--- src/rtl/uart_tx_cfg.sv ---
// rtl/uart_tx_cfg.sv - runtime-configurable UART transmitter with valid/ready intake
// Frame config is clamped and latched on accept; all outputs are registered.
module uart_tx_cfg #(
  parameter int DATA_W = 8,
  parameter int DIV_W  = 8
) (
  input  logic              clk,
  input  logic              rst_n,
  input  logic              tx_valid,
  output logic              tx_ready,
  input  logic [DATA_W-1:0] data,
  input  logic [3:0]        data_bits,
  input  logic [1:0]        parity_mode,
  input  logic              stop_bits,
  input  logic [DIV_W-1:0]  clk_ratio,
  output logic              tx_active,
  output logic              frame_done,
  output logic              tx
);

  typedef enum logic [2:0] {IDLE, START, DATA, PARITY, STOP} state_t;

  localparam logic [3:0]       N_MIN = 4'd5;
  localparam logic [3:0]       N_MAX = 4'(DATA_W);
  localparam logic [DIV_W-1:0] R_MIN = DIV_W'(2);
  localparam logic [DIV_W:0]   ONE   = {{DIV_W{1'b0}}, 1'b1};

  state_t            state;
  logic [DIV_W:0]    cnt;
  logic [3:0]        bit_idx;
  logic [DATA_W-1:0] shreg;
  logic [DIV_W-1:0]  r_lat;
  logic              par_en;
  logic              par_bit;
  logic              two_stop;

  logic [3:0]        n_in;
  logic [DIV_W-1:0]  r_in;
  logic [DATA_W-1:0] data_masked;
  logic              par_in;
  logic [DIV_W:0]    r_m1;
  logic [DIV_W:0]    r2_m1;

  always_comb begin
    n_in = data_bits;
    if (data_bits < N_MIN)
      n_in = N_MIN;
    else if (data_bits > N_MAX)
      n_in = N_MAX;
    r_in = (clk_ratio < R_MIN) ? R_MIN : clk_ratio;
    // Parity covers only the bits actually sent
    for (int i = 0; i < DATA_W; i++)
      data_masked[i] = data[i] & (i < int'(n_in));
    par_in = (^data_masked) ^ (parity_mode == 2'd2);
  end

  assign r_m1  = {1'b0, r_lat} - ONE;
  assign r2_m1 = {r_lat, 1'b0} - ONE;

  always_ff @(posedge clk or negedge rst_n) begin
    if (!rst_n) begin
      state      <= IDLE;
      cnt        <= '0;
      bit_idx    <= '0;
      shreg      <= '0;
      r_lat      <= '0;
      par_en     <= 1'b0;
      par_bit    <= 1'b0;
      two_stop   <= 1'b0;
      tx         <= 1'b1;
      tx_active  <= 1'b0;
      tx_ready   <= 1'b0;
      frame_done <= 1'b0;
    end else begin
      frame_done <= 1'b0;
      case (state)
        IDLE: begin
          if (tx_valid && tx_ready) begin
            shreg     <= data;
            bit_idx   <= n_in - 4'd1;
            r_lat     <= r_in;
            par_en    <= ^parity_mode;
            par_bit   <= par_in;
            two_stop  <= stop_bits;
            cnt       <= {1'b0, r_in} - ONE;
            tx        <= 1'b0;
            tx_active <= 1'b1;
            tx_ready  <= 1'b0;
            state     <= START;
          end else begin
            tx_ready <= 1'b1;
          end
        end
        START: begin
          if (cnt == '0) begin
            tx    <= shreg[0];
            shreg <= {1'b0, shreg[DATA_W-1:1]};
            cnt   <= r_m1;
            state <= DATA;
          end else begin
            cnt <= cnt - ONE;
          end
        end
        DATA: begin
          if (cnt == '0) begin
            if (bit_idx == 4'd0) begin
              if (par_en) begin
                tx    <= par_bit;
                cnt   <= r_m1;
                state <= PARITY;
              end else begin
                tx    <= 1'b1;
                cnt   <= two_stop ? r2_m1 : r_m1;
                state <= STOP;
              end
            end else begin
              tx      <= shreg[0];
              shreg   <= {1'b0, shreg[DATA_W-1:1]};
              bit_idx <= bit_idx - 4'd1;
              cnt     <= r_m1;
            end
          end else begin
            cnt <= cnt - ONE;
          end
        end
        PARITY: begin
          if (cnt == '0) begin
            tx    <= 1'b1;
            cnt   <= two_stop ? r2_m1 : r_m1;
            state <= STOP;
          end else begin
            cnt <= cnt - ONE;
          end
        end
        STOP: begin
          if (cnt == '0) begin
            tx_active  <= 1'b0;
            tx_ready   <= 1'b1;
            frame_done <= 1'b1;
            state      <= IDLE;
          end else begin
            cnt <= cnt - ONE;
          end
        end
        default: begin
          tx    <= 1'b1;
          state <= IDLE;
        end
      endcase
    end
  end

endmodule

--- config.mk ---
export PLATFORM = sky130hd
export DESIGN_NAME = uart_tx_cfg
export DESIGN_NICKNAME = d
export VERILOG_FILES = /design/src/rtl/uart_tx_cfg.sv
export SDC_FILE = /design/constraint.sdc
export NUM_CORES = 1
export LEC_CHECK = 0
export ABC_AREA = 1
export CAP_MARGIN = 20
export CORE_ASPECT_RATIO = 0.75
export CORE_UTILIZATION = 60
export CTS_CLUSTER_SIZE = 10
export DETAILED_ROUTE_END_ITERATION = 8
export GPL_TIMING_DRIVEN = 0
export PLACE_DENSITY = 0.93
export SYNTH_ARGS = -nofsm -noshare
export SYNTH_HDL_FRONTEND = slang
export SYNTH_SLANG_ARGS = --single-unit
--- constraint.sdc ---
create_clock -name clk -period 3.41 [get_ports clk]
set_input_delay 0.5115 -clock clk [delete_from_list [all_inputs] [get_ports clk]]
set_output_delay 0.5115 -clock clk [all_outputs]
set_load 0.01 [all_outputs]
# == After elaboration in Yosys (flattened, before gate mapping) ==
# Index checks and enable logic that the tools add are counted.
# totals
regBits,39
out_inout_bits,4
elab_cells,113
# op_classes
n_addsub,6
order_cmp,11
eq_ne,13
mux,43
bitwise_logic,10
n_reduce_logical,18
# ops
cell,count
9-bit two-way mux,8
9-bit one-hot mux with 5 select lines,1
8-bit two-way mux,5
8-bit one-hot mux with 3 select lines,1
3-bit two-way mux,7
4-bit two-way mux,5
8-bit by 1-bit subtractor with 9-bit output (second input constant),2
9-bit by 1-bit subtractor with 9-bit output (second input constant),2
3-bit by 4-bit less-than comparator with 1-bit output (first input constant),4
2-bit inequality test (second input constant),8
3-bit one-hot mux with 5 select lines,1
1-bit two-way mux,11
5-bit AND reduction,2
9-bit logical NOT,1
1-bit AND,8
1-bit by 4-bit less-than comparator with 1-bit output (first input constant),2
2-bit by 4-bit less-than comparator with 1-bit output (first input constant),2
8-bit by 2-bit less-than comparator with 1-bit output (second input constant),1
4-bit one-hot mux with 2 select lines,1
8-bit XOR reduction,1
4-bit by 1-bit subtractor with 4-bit output (second input constant),2
3-bit by 2-bit equality test with 1-bit output (second input constant),2
3-bit AND reduction,2
6-bit AND reduction,1
18 further kinds,21

# == Logic depth before layout (Yosys ltp) ==
# Gate-level depths: netlist of the first run.
# logic_depth
ltp_word,7
depth_mapped,14

# == Worst setup path after synthesis of the first run ==
# No wires, ideal clock.
# synth_path
kind,input port to flip-flop
start,in clk_ratio[5]
end,reg cnt[6]
t_arrival_ns,1.790
slack_ns,1.543
stages,14
path_buffers,0
cell_sequence,nor2_1 nand4_1 inv_1 nor2_1 inv_1 ha_1 nand2_1 inv_1 nand2_1 o21ai_0 nand3_1 nand2_1 nor2_1 a21oi_1
# synth_via
elab_chain_cells,5
# synth_lines
element,line_no,text
start: declaration,15,"input logic [DIV_W-1:0] clk_ratio,"
8-bit by 2-bit less-than comparator with 1-bit output,50,r_in = (clk_ratio < R_MIN) ? R_MIN : clk_ratio;
8-bit two-way mux (*),50,
8-bit by 1-bit subtractor with 9-bit output (*),85,"cnt <= {1'b0, r_in} - ONE;"
9-bit two-way mux (*),78,if (tx_valid && tx_ready) begin
9-bit one-hot mux with 5 select lines (*),76,case (state)
end signal: assignment,85,
end signal: assignment,98,cnt <= r_m1;
end signal: assignment,101,cnt <= cnt - ONE;
end: declaration,29,logic [DIV_W:0] cnt;
# Mark *: on every way between the ends. The rest lies on a longest branch, timed or not. The select of a mux whose other input is x is not followed.
# A chain may end at the register's enable or synchronous reset.

# == Worst setup path after layout of the first run ==
# Same ends and word-level chain as after synthesis.

==> results of run 1 <==
[through the flow]
stage | setup WS (ns) | std cells
after floorplan | 1.54 | 468
after global routing | 0.701 | 562
after CTS | 0.968 | 562
final | 0.954 | 562
after detailed placement | 0.693 | 554
after global placement | 0.780 | 554
[path summary, 6_finish.rpt]
kind	to	depth (start not counted)	slack [ns]	startpoint
worst max-delay path	cnt[6]	15	0.95	clk_ratio[5]
worst min-delay path	shreg[4]	1	0.34	rst_n
worst max register to register	shreg[5]	11	1.35	cnt[0]
worst min register to register	cnt[1]	2	0.49	cnt[1]
max in group asynchronous	bit_idx[0]	1	2.51	rst_n
min in group clk	cnt[1]	2	0.49	cnt[1]
[power groups by stage]
stage | clock network, W | logic, W | registers (W)
final | 0.000460 | 0.00194 | 0.000876
after global routing | 0.000482 | 0.00221 | 0.000898
after floorplan | 0 | 0.00144 | 0.000836
after CTS | 0.000462 | 0.00190 | 0.000868
after detailed placement | 0 | 0.00187 | 0.000873
after global placement | 0 | 0.00180 | 0.000862
[cells in the final DEF (no fill, tap or decap), drive strengths merged, types with 2 or more instances in the layout]
cell,netlist,routed
a21boi,3,3
a21oi,20,20
buf,3,4
bufinv,0,2
clkbuf,3,8
clkdlybuf4s50,0,28
dfrtp,38,38
ha,9,9
inv,73,73
nand2,146,146
nand3,30,30
nand4,5,5
nor2,61,61
nor3,5,5
o21ai,53,53
xnor2,4,4
xor2,9,9
[flip-flops by register name, summed over array words and instances (netlist names)]
name / flops
cnt: 9
r_lat: 8
shreg: 8
bit_idx: 4
state: 3
frame_done: 1
par_bit: 1
par_en: 1
two_stop: 1
tx: 1
tx_active: 1
tx_ready: 1
[metal layers]
metal	routed length, µm	track usage [%]
met1	3540	43.8
met2	3400	50.5
met4	87	9.70
met3	599	5.50
met5	0	0
[cell type report]
class / count / area [µm²] / area share (%)
Timing Repair Buffer: 29 / 285 / 8.10
Inverter: 73 / 277 / 7.85
Buffer: 6 / 38.8 / 1.10
Multi-Input combinational cell: 350 / 1740 / 49.3
Sequential cell: 39 / 977 / 27.7
Clock buffer: 5 / 68.8 / 1.95
Clock inverter: 3 / 67.6 / 1.92
Tap cell: 57 / 71.3 / 2.02
[cell families after synthesis]
| family | Yosys count |
|---|---|
| adders and majority gates | 9 |
| and+or+nand+nor | 248 |
| xor gates and xnor gates | 13 |
| buffers and inverters | 79 |
| AOI/OAI and AO/OA | 80 |
| DFF | 39 |
==> impl_results.md, run 1 <==
* Status: finished, violations left
* Failing checks: DRC
* Gr ovfl total at 0
* Worst path cell trace: clkdlybuf4s50_1 > nor2_1 > nand4_1 > inv_1 > nor2_1 > inv_1 > ha_1 > nand2_1 > inv_1 > nand2_1 > o21ai_0 > nand3_1 > nand2_1 > nor2_1 > a21oi_1
* Initial core utilization at 65.1%
* Leakage at approximately 1.8 nW
* Power per Cell Area at around 930 nW/µm²
* Post-CTS Repair Setup Buffers at 0
* Clock power share at around 14%
* Total of warnings raised by yosys at 0
* Top FF cell, synth: dfrtp_1
* Mapped cell area at approximately 3000 µm²
* Clock Sinks at 39
* CTS tree: yes
* Slew Limit Fails at 0
* Crit path max-delay family: simple AND/OR/NAND/NOR gates
* Post-synth top cells: 141 x nand2_1, 63 x inv_1, 53 x nor2_1
* DRT iter0 DRCs at 294
* Post-synthesis sequential area ratio at between 30 and 40%
* Least-Margin Pin Slew at between 0.8 and 0.9 ns
* P_int at between 0.0015 and 0.002 W
* Mapped Avg Cell Area at about 6.5 µm²
* 1st-pass router iterations at 9
* Pin count of the biggest net entering global routing at 40
* Worst setup EP type: flop
* HPWL after detailed placement at roughly 5800 µm
* Slowest stage delay, CP at 0.50 ns
* First-pass GRT wire length at between 10000 and 15000 µm
* Fin Hold WS at approximately 0.34 ns
* Switching share of power at about half
* Sw Pwr at approximately 0.0016 W
* Area grow syn2layout at 16.3%
* CP bufs+invs at 4
* H-Tree Depth at 2
* Syn Nets at just over 500
* Post-Synth XOR/XNOR Area at under 10%
* Tcrit/Tclk final at around 72%
* Synth Area in Compound Gates at roughly 14%
* Die height at about 64 µm
* Clock slew at reported path FFs at 0.08 ns
* Diode count at 0
* Core area at ~4700 µm²
* Post-synth EDFFs at 0
* CTS Hold Bufs at 0
* Vias per cell at 5.68
* # DRC at 4
* Setup TNS at 0 ns
* CP max FO at 5
* IO Count at 30
* Path type of the worst setup path: input port to flop
* Final WL at 7630 µm
* Clk_skew at about 0.0021 ns
* Power Total at approximately 0.0033 W
* I/O Buffers at 29
* Synth top area cells: dfrtp_1 31%, nand2_1 17%, inv_1 7.8%, o21ai_0 7.3%, nor2_1 6.6%
* Standard-cell rows at 21
* RSZ-0062 raised after global routing: no
* Final instance area at 3520 µm²
* Final GP Congestion at 0.924
* Latest clock arrival within the worst-skew pair at just under 0.3 ns
* Fin util at roughly three quarters
* Post-route ant nets at 0
* Post-synthesis mux area share at 0%
* Clk root buf: clkbuf_8
* Post-synth top area share at around a third
* Max Fclk at between 0.4 and 0.5 GHz
* Min Tclk post-route at ~2.5 ns
* Worst setup SP type: input port
* Max-slew headroom at about two fifths
* Cell taking the most area after synthesis: dfrtp_1
* Ys async rst share at between 90% and 100%
* Yosys reg bits at 39
* Placed cell areas at 3390 µm²
* Final setup violation count at 0
* Post-synthesis cell count at approximately 470
* Max Cap Viol at 0
* Number of global-route vias before repair at 3003
* Cts bufs inserted at 5
* Post-synthesis adder-cell area fraction at ~3.7%
* CP max-delay cell: clkdlybuf4s50_1
* Combinational share of power at between 50 and 60%
* Wirelength per Cell at about 14 µm
* Die X at around 84 µm
* Total track usage at between 30% and 40%
* Data required, critical path at between 3 and 4 ns
* Full die area at 5340 µm²
* Resized Gates After CTS at 0
* Share of cells above drive strength 1 at 8.12%
* Nets at between 500 and 600
* Final Hold Fails at 0
* Vias at roughly 3200
* Antenna violations before repair at 0
* Max clock buf depth at 2
* Area share of and/or/nand/nor cells after synthesis at a little over a third
* Layout filler cell count at 358
* Sequential share of power at roughly a quarter
* Combinational family with the most area after synthesis: simple AND/OR/NAND/NOR gates
* Most numerous cell in the Yosys netlist: nand2_1
* Arrival time of the worst setup path at 2.68 ns
* Worst hold-check path type: input port to async pin
* Maximum VDD drop at 0.528 mV
* Distinct cells, synth at 33
Note: power is estimated with default switching activity, not from simulation.
==> run 2, diff against run 1 <==
Settings changed: CORE_UTILIZATION 60 to 52, PLACE_DENSITY 0.93 to 0.87.
Clock period 3.41 ns to 2.1 ns, I/O delays scaled along.
==> impl_results.md, run 2 (same netlist as run 1, synthesis figures left out) <==
* Area grow syn2layout at 18.4%
* Power per Cell Area at roughly 1500 nW/µm²
* Arrival time of the worst setup path at 2.27 ns
* Final WL at roughly 7800 µm
* DRT iter0 DRCs at 240
* Nets at roughly 540
* Share of cells above drive strength 1 at under 10%
* Die height at just under 70 µm
* Clock slew at reported path FFs at 0.08 ns
* I/O Buffers at 29
* Max Fclk at a little under 0.5 GHz
* Clk root buf: clkbuf_8
* R2R depth at 11
* Final setup violation count at 0
* Full die area at just over 6000 µm²
* Status: completed
* Maximum VDD drop at slightly above 0.7 mV
* Max reg flops at 9
* Gr ovfl total at 0
* Fin util at 65.6%
* Final Hold Fails at 0
* Post-route ant nets at 0
* Max-slew headroom at roughly two fifths
* Diode count at 0
* Die X at between 90 and 100 µm
* Least-Margin Pin Slew at a little under 0.9 ns
* Worst setup SP type: input port
* Worst path cell trace: clkdlybuf4s50_1 > nor2_2 > nand4_1 > inv_1 > nor2_1 > inv_1 > ha_1 > nand2_1 > inv_1 > nand2_1 > o21ai_0 > nand3_1 > nand2_1 > nor2_1 > a21oi_1
* Final GP Congestion at 0.914
* Latest clock arrival within the worst-skew pair at roughly 0.3 ns
* Standard-cell rows at 23
* Vias at around 3100
* Pin count of the biggest net entering global routing at 40
* Path type of the worst setup path: input port to flop
* Worst hold-check path type: input port to async pin
* Initial core utilization at 55.4%
* H-Tree Depth at 2
* Wirelength per Cell at ~13 µm
* IO Count at 30
* Placed cell areas at between 3000 and 4000 µm²
* Core area at ~5500 µm²
* Commonest cells after routing, fill and taps aside: 141 x nand2_1, 63 x inv_1, 50 x nor2_1
* Clock Sinks at 39
* Leakage at 1.83 nW
* CTS tree: yes
* Cts bufs inserted at 5
* Worst setup margin at between 0.05 and 0.06 ns
* Top Registers: cnt: 9 flops, r_lat: 8 flops, shreg: 8 flops
* CTS Hold Bufs at 0
* Reg with most FFs: cnt
* Antenna violations before repair at 0
* Tcrit/Tclk final at between 90% and 100%
* Slew Limit Fails at 0
* Max Cap Viol at 0
* HPWL after detailed placement at about 5800 µm
* Data required, critical path at ~2.3 ns
* 1st-pass router iterations at 5
* Most common cell after layout, fill and taps aside: nand2_1
* Worst setup EP type: flop
* RSZ-0062 raised after global routing: yes
* CP max-delay cell: clkdlybuf4s50_1
* # DRC at 0
* Vias per cell at about 5.4
* Final instance area at 3590 µm²
* Pre-CTS setup slack at -0.405 ns
* Slowest stage delay, CP at 0.48 ns
* CP max FO at 3
* Min Tclk post-route at approximately 2.0 ns
* Fin Hold WS at 0.131 ns
* First-pass GRT wire length at ~13000 µm
* Clk_skew at between 0.005 and 0.006 ns
* Setup TNS at 0 ns
* Max clock buf depth at 2
* Number of global-route vias before repair at 2933
* Total track usage at between 20 and 30%
run 2: where the power goes:
group,switching (W),leakage [nW],total [W],internal [W]
clock,0.000293,0.0644,0.000767,0.000474
sequential,0.000294,0.476,0.00141,0.00112
combinational,0.00207,1.29,0.00320,0.00113
total,0.00266,1.83,0.00538,0.00272
run 2: per-stage QoR:
stage                     instances  power (W)
after detailed placement        572    0.00445
after global routing            583    0.00589
after CTS                       581    0.00523
after global placement          572    0.00433
final                           583    0.00538
after floorplan                 468    0.00370
run 2: final cells by class:
| class | instances | area (µm²) |
|---|---|---|
| plain buffers | 6 | 38.8 |
| clock buffers | 5 | 68.8 |
| clock inverters | 3 | 67.6 |
| fillers | 497 | 1880 |
| inverters | 73 | 277 |
| multi-input cells | 350 | 1750 |
| flip-flops and latches | 39 | 977 |
| well taps | 75 | 93.8 |
| repair buffers | 32 | 310 |
run 2: worst paths after layout:
path	startpoint	to	slack, ns
min in group clk	clk_ratio[3]	r_lat[3]	0.39
worst min register to register	cnt[1]	cnt[1]	0.49
worst max register to register	cnt[0]	shreg[2]	0.11
worst max-delay path	clk_ratio[7]	cnt[6]	0.06
worst min-delay path	rst_n	shreg[4]	0.13
max in group asynchronous	rst_n	tx_ready	1.41
run 2: layer usage:
layer | track usage [%] | part of all wire, %
met5 | 0 | 0
met4 | 6.45 | 0.90
met3 | 4.44 | 6.8
met2 | 46.1 | 44
met1 | 36.7 | 48
run 2: critical path, delay by kind of cell:
family | cells | cell delay (ns)
compound gates | 2 | 0.28
buf+inv | 4 | 0.73
simple gates | 8 | 0.75
fa+ha+maj | 1 | 0.18
run 2: repair_timing:
| item | in CTS | in global routing |
|---|---|---|
| gates resized for setup | 3 | 7 |
| pin swaps | 1 | 1 |
| setup endpoints to repair | 1 | 17 |
| setup buffers | 1 | 2 |
| cloned | 0 | 0 |
==> run 3, diff against run 2 <==
Settings changed: CAP_MARGIN 20 to unset, SLEW_MARGIN set to 15.
==> impl_results.md, run 3 (same netlist as run 1, synthesis figures left out) <==
* Clk_skew at about 0.0028 ns
* Die height at between 60 and 70 µm
* Fin util at 66.6%
* Stages on worst setup path at 11
* Final GP Congestion at around 0.9
* Core area at 5470 µm²
* Initial core utilization at a little under three fifths
* DRT iter0 DRCs at 294
* Arrival time of the worst setup path at ~2.2 ns
* Reg with most FFs: cnt
* Status: completed
* Diode count at 0
* Hold_sp: clk_ratio[7]
* Power Total at 0.00540 W
* Cts bufs inserted at 5
* Leakage at roughly 1.9 nW
* Full die area at 6140 µm²
* Maximum VDD drop at 0.739 mV
* Worst setup EP type: flop
* CP max-delay cell: dfrtp_1
* Hold depth at 3
* Nets at 546
* CP max FO at 10
* CP bufs+invs at 2
* Antenna violations before repair at 0
* CP dominant cell by count: nand2_1
* R2R depth at 11
* Gr ovfl total at 0
* R2R Path End: shreg[6]
* Commonest cells after routing, fill and taps aside: 141 x nand2_1, 61 x inv_1, 49 x nor2_1
* Standard-cell rows at 23
* Tcrit/Tclk final at between 90% and 100%
* Final WL at 7790 µm
* Pin count of the biggest net entering global routing at 31
* Clock slew at reported path FFs at approximately 0.080 ns
* Max Fclk at slightly above 0.5 GHz
* Wirelength per Cell at ~13 µm
* Most common cell after layout, fill and taps aside: nand2_1
* Reg2reg setup slack at 0.12 ns
* Area grow syn2layout at 20.2%
* Vias at 3172
* Worst setup SP type: flop
* Power per Cell Area at around 1500 nW/µm²
* Crit path max-delay family: simple AND/OR/NAND/NOR gates
* 1st-pass router iterations at 5
* IO Count at 30
* H-Tree Depth at 2
* Final Hold Fails at 0
* Top Registers: cnt: 9 flops, r_lat: 8 flops, shreg: 8 flops
* Data required, critical path at around 2.3 ns
* HPWL after detailed placement at between 5000 and 6000 µm
* Worst path cell trace: inv_2 > ha_1 > nand2_1 > nor2_1 > nand2_2 > nand2_1 > nand2_2 > nor3_4 > buf_6 > nand2_1 > o21ai_1
* Max clock buf depth at 2
* Critical R2R Launch: cnt[0]
* CTS tree: yes
* I/O Buffers at 29
* Max-slew headroom at around two thirds
* Max Cap Viol at 0
* Total track usage at a little over a quarter
* Post-route ant nets at 0
* Min Tclk post-route at about 2 ns
* Slowest stage delay, CP at ~0.38 ns
* Layout filler cell count at 497
* Clock Sinks at 39
* Worst hold-check path type: input port to flop
* Path type of the worst setup path: flop to flop
* Final setup violation count at 0
* Worst hold path endpoint: r_lat[7]
* # DRC at 0
* Clk root buf: clkbuf_8
* Max reg flops at 9
* Least-Margin Pin Slew at around 0.53 ns
* Vias per cell at 5.40
* Share of cells above drive strength 1 at 10.5%
* Number of global-route vias before repair at ~2900
* Latest clock arrival within the worst-skew pair at 0.29 ns
* Fin Hold WS at about 0.36 ns
* Die X at roughly 90 µm
* First-pass GRT wire length at roughly 13000 µm
* Slew Limit Fails at 0
run 3: worst max path at each step:
stage | to | startpoint | slack (ns)
6_report | shreg[6] | cnt[0] | 0.12
5_1_grt | shreg[6] | cnt[0] | -0.005
4_1_cts | cnt[6] | clk_ratio[3] | 0.02
3_5_place_dp | cnt[6] | clk_ratio[5] | -0.45
3_3_place_gp | cnt[6] | clk_ratio[4] | -0.38
2_1_floorplan | shreg[5] | cnt[0] | 0.39
run 3: metal layers:
layer	vias to the layer above	global-route usage, %	part of all wire (%)
li1	1564	-	-
met1	1447	34.7	46
met2	136	45.3	45
met3	25	5.78	7.3
met4	0	9.68	2.1
met5	-	0	0
run 3: cell type report:
cell class	count	area [µm²]	share of cell area, %
Clock buffer	5	68.8	1.89
Buffer	6	38.8	1.07
Inverter	73	277	7.60
Timing Repair Buffer	36	360	9.90
Sequential cell	39	977	26.8
Clock inverter	3	67.6	1.86
Tap cell	75	93.8	2.58
Multi-Input combinational cell	350	1760	48.3
run 3: tightest hold or removal path, stage by stage:
cell and delay, ns:
dlymetal6s2s_1 0.17, nand2_1 0.07, o21ai_0 0.06
run 3: power breakdown:
part / internal [W] / switching, W
Clock: 0.000474 / 0.000284
Combinational: 0.00116 / 0.00207
Sequential: 0.00112 / 0.000298
run 3: repair_timing:
item                       CTS  global route
hold endpoints to repair     9             0
pin swaps                    1             4
gates resized for setup      4            12
hold buffers                 1             0
setup endpoints to repair    2            18
buffers inserted             1             4
run 3: stage by stage:
stage          setup TNS (ns)  instance area, µm²  cells  setup slack (ns)
6_report                    0                3640    587             0.122
5_1_grt              -0.00530                3640    587          -0.00530
4_1_cts                     0                3580    583            0.0171
3_5_place_dp            -1.18                3430    573            -0.450
3_3_place_gp            -9.97                3410    572            -0.381
2_1_floorplan               0                3030    468             0.389
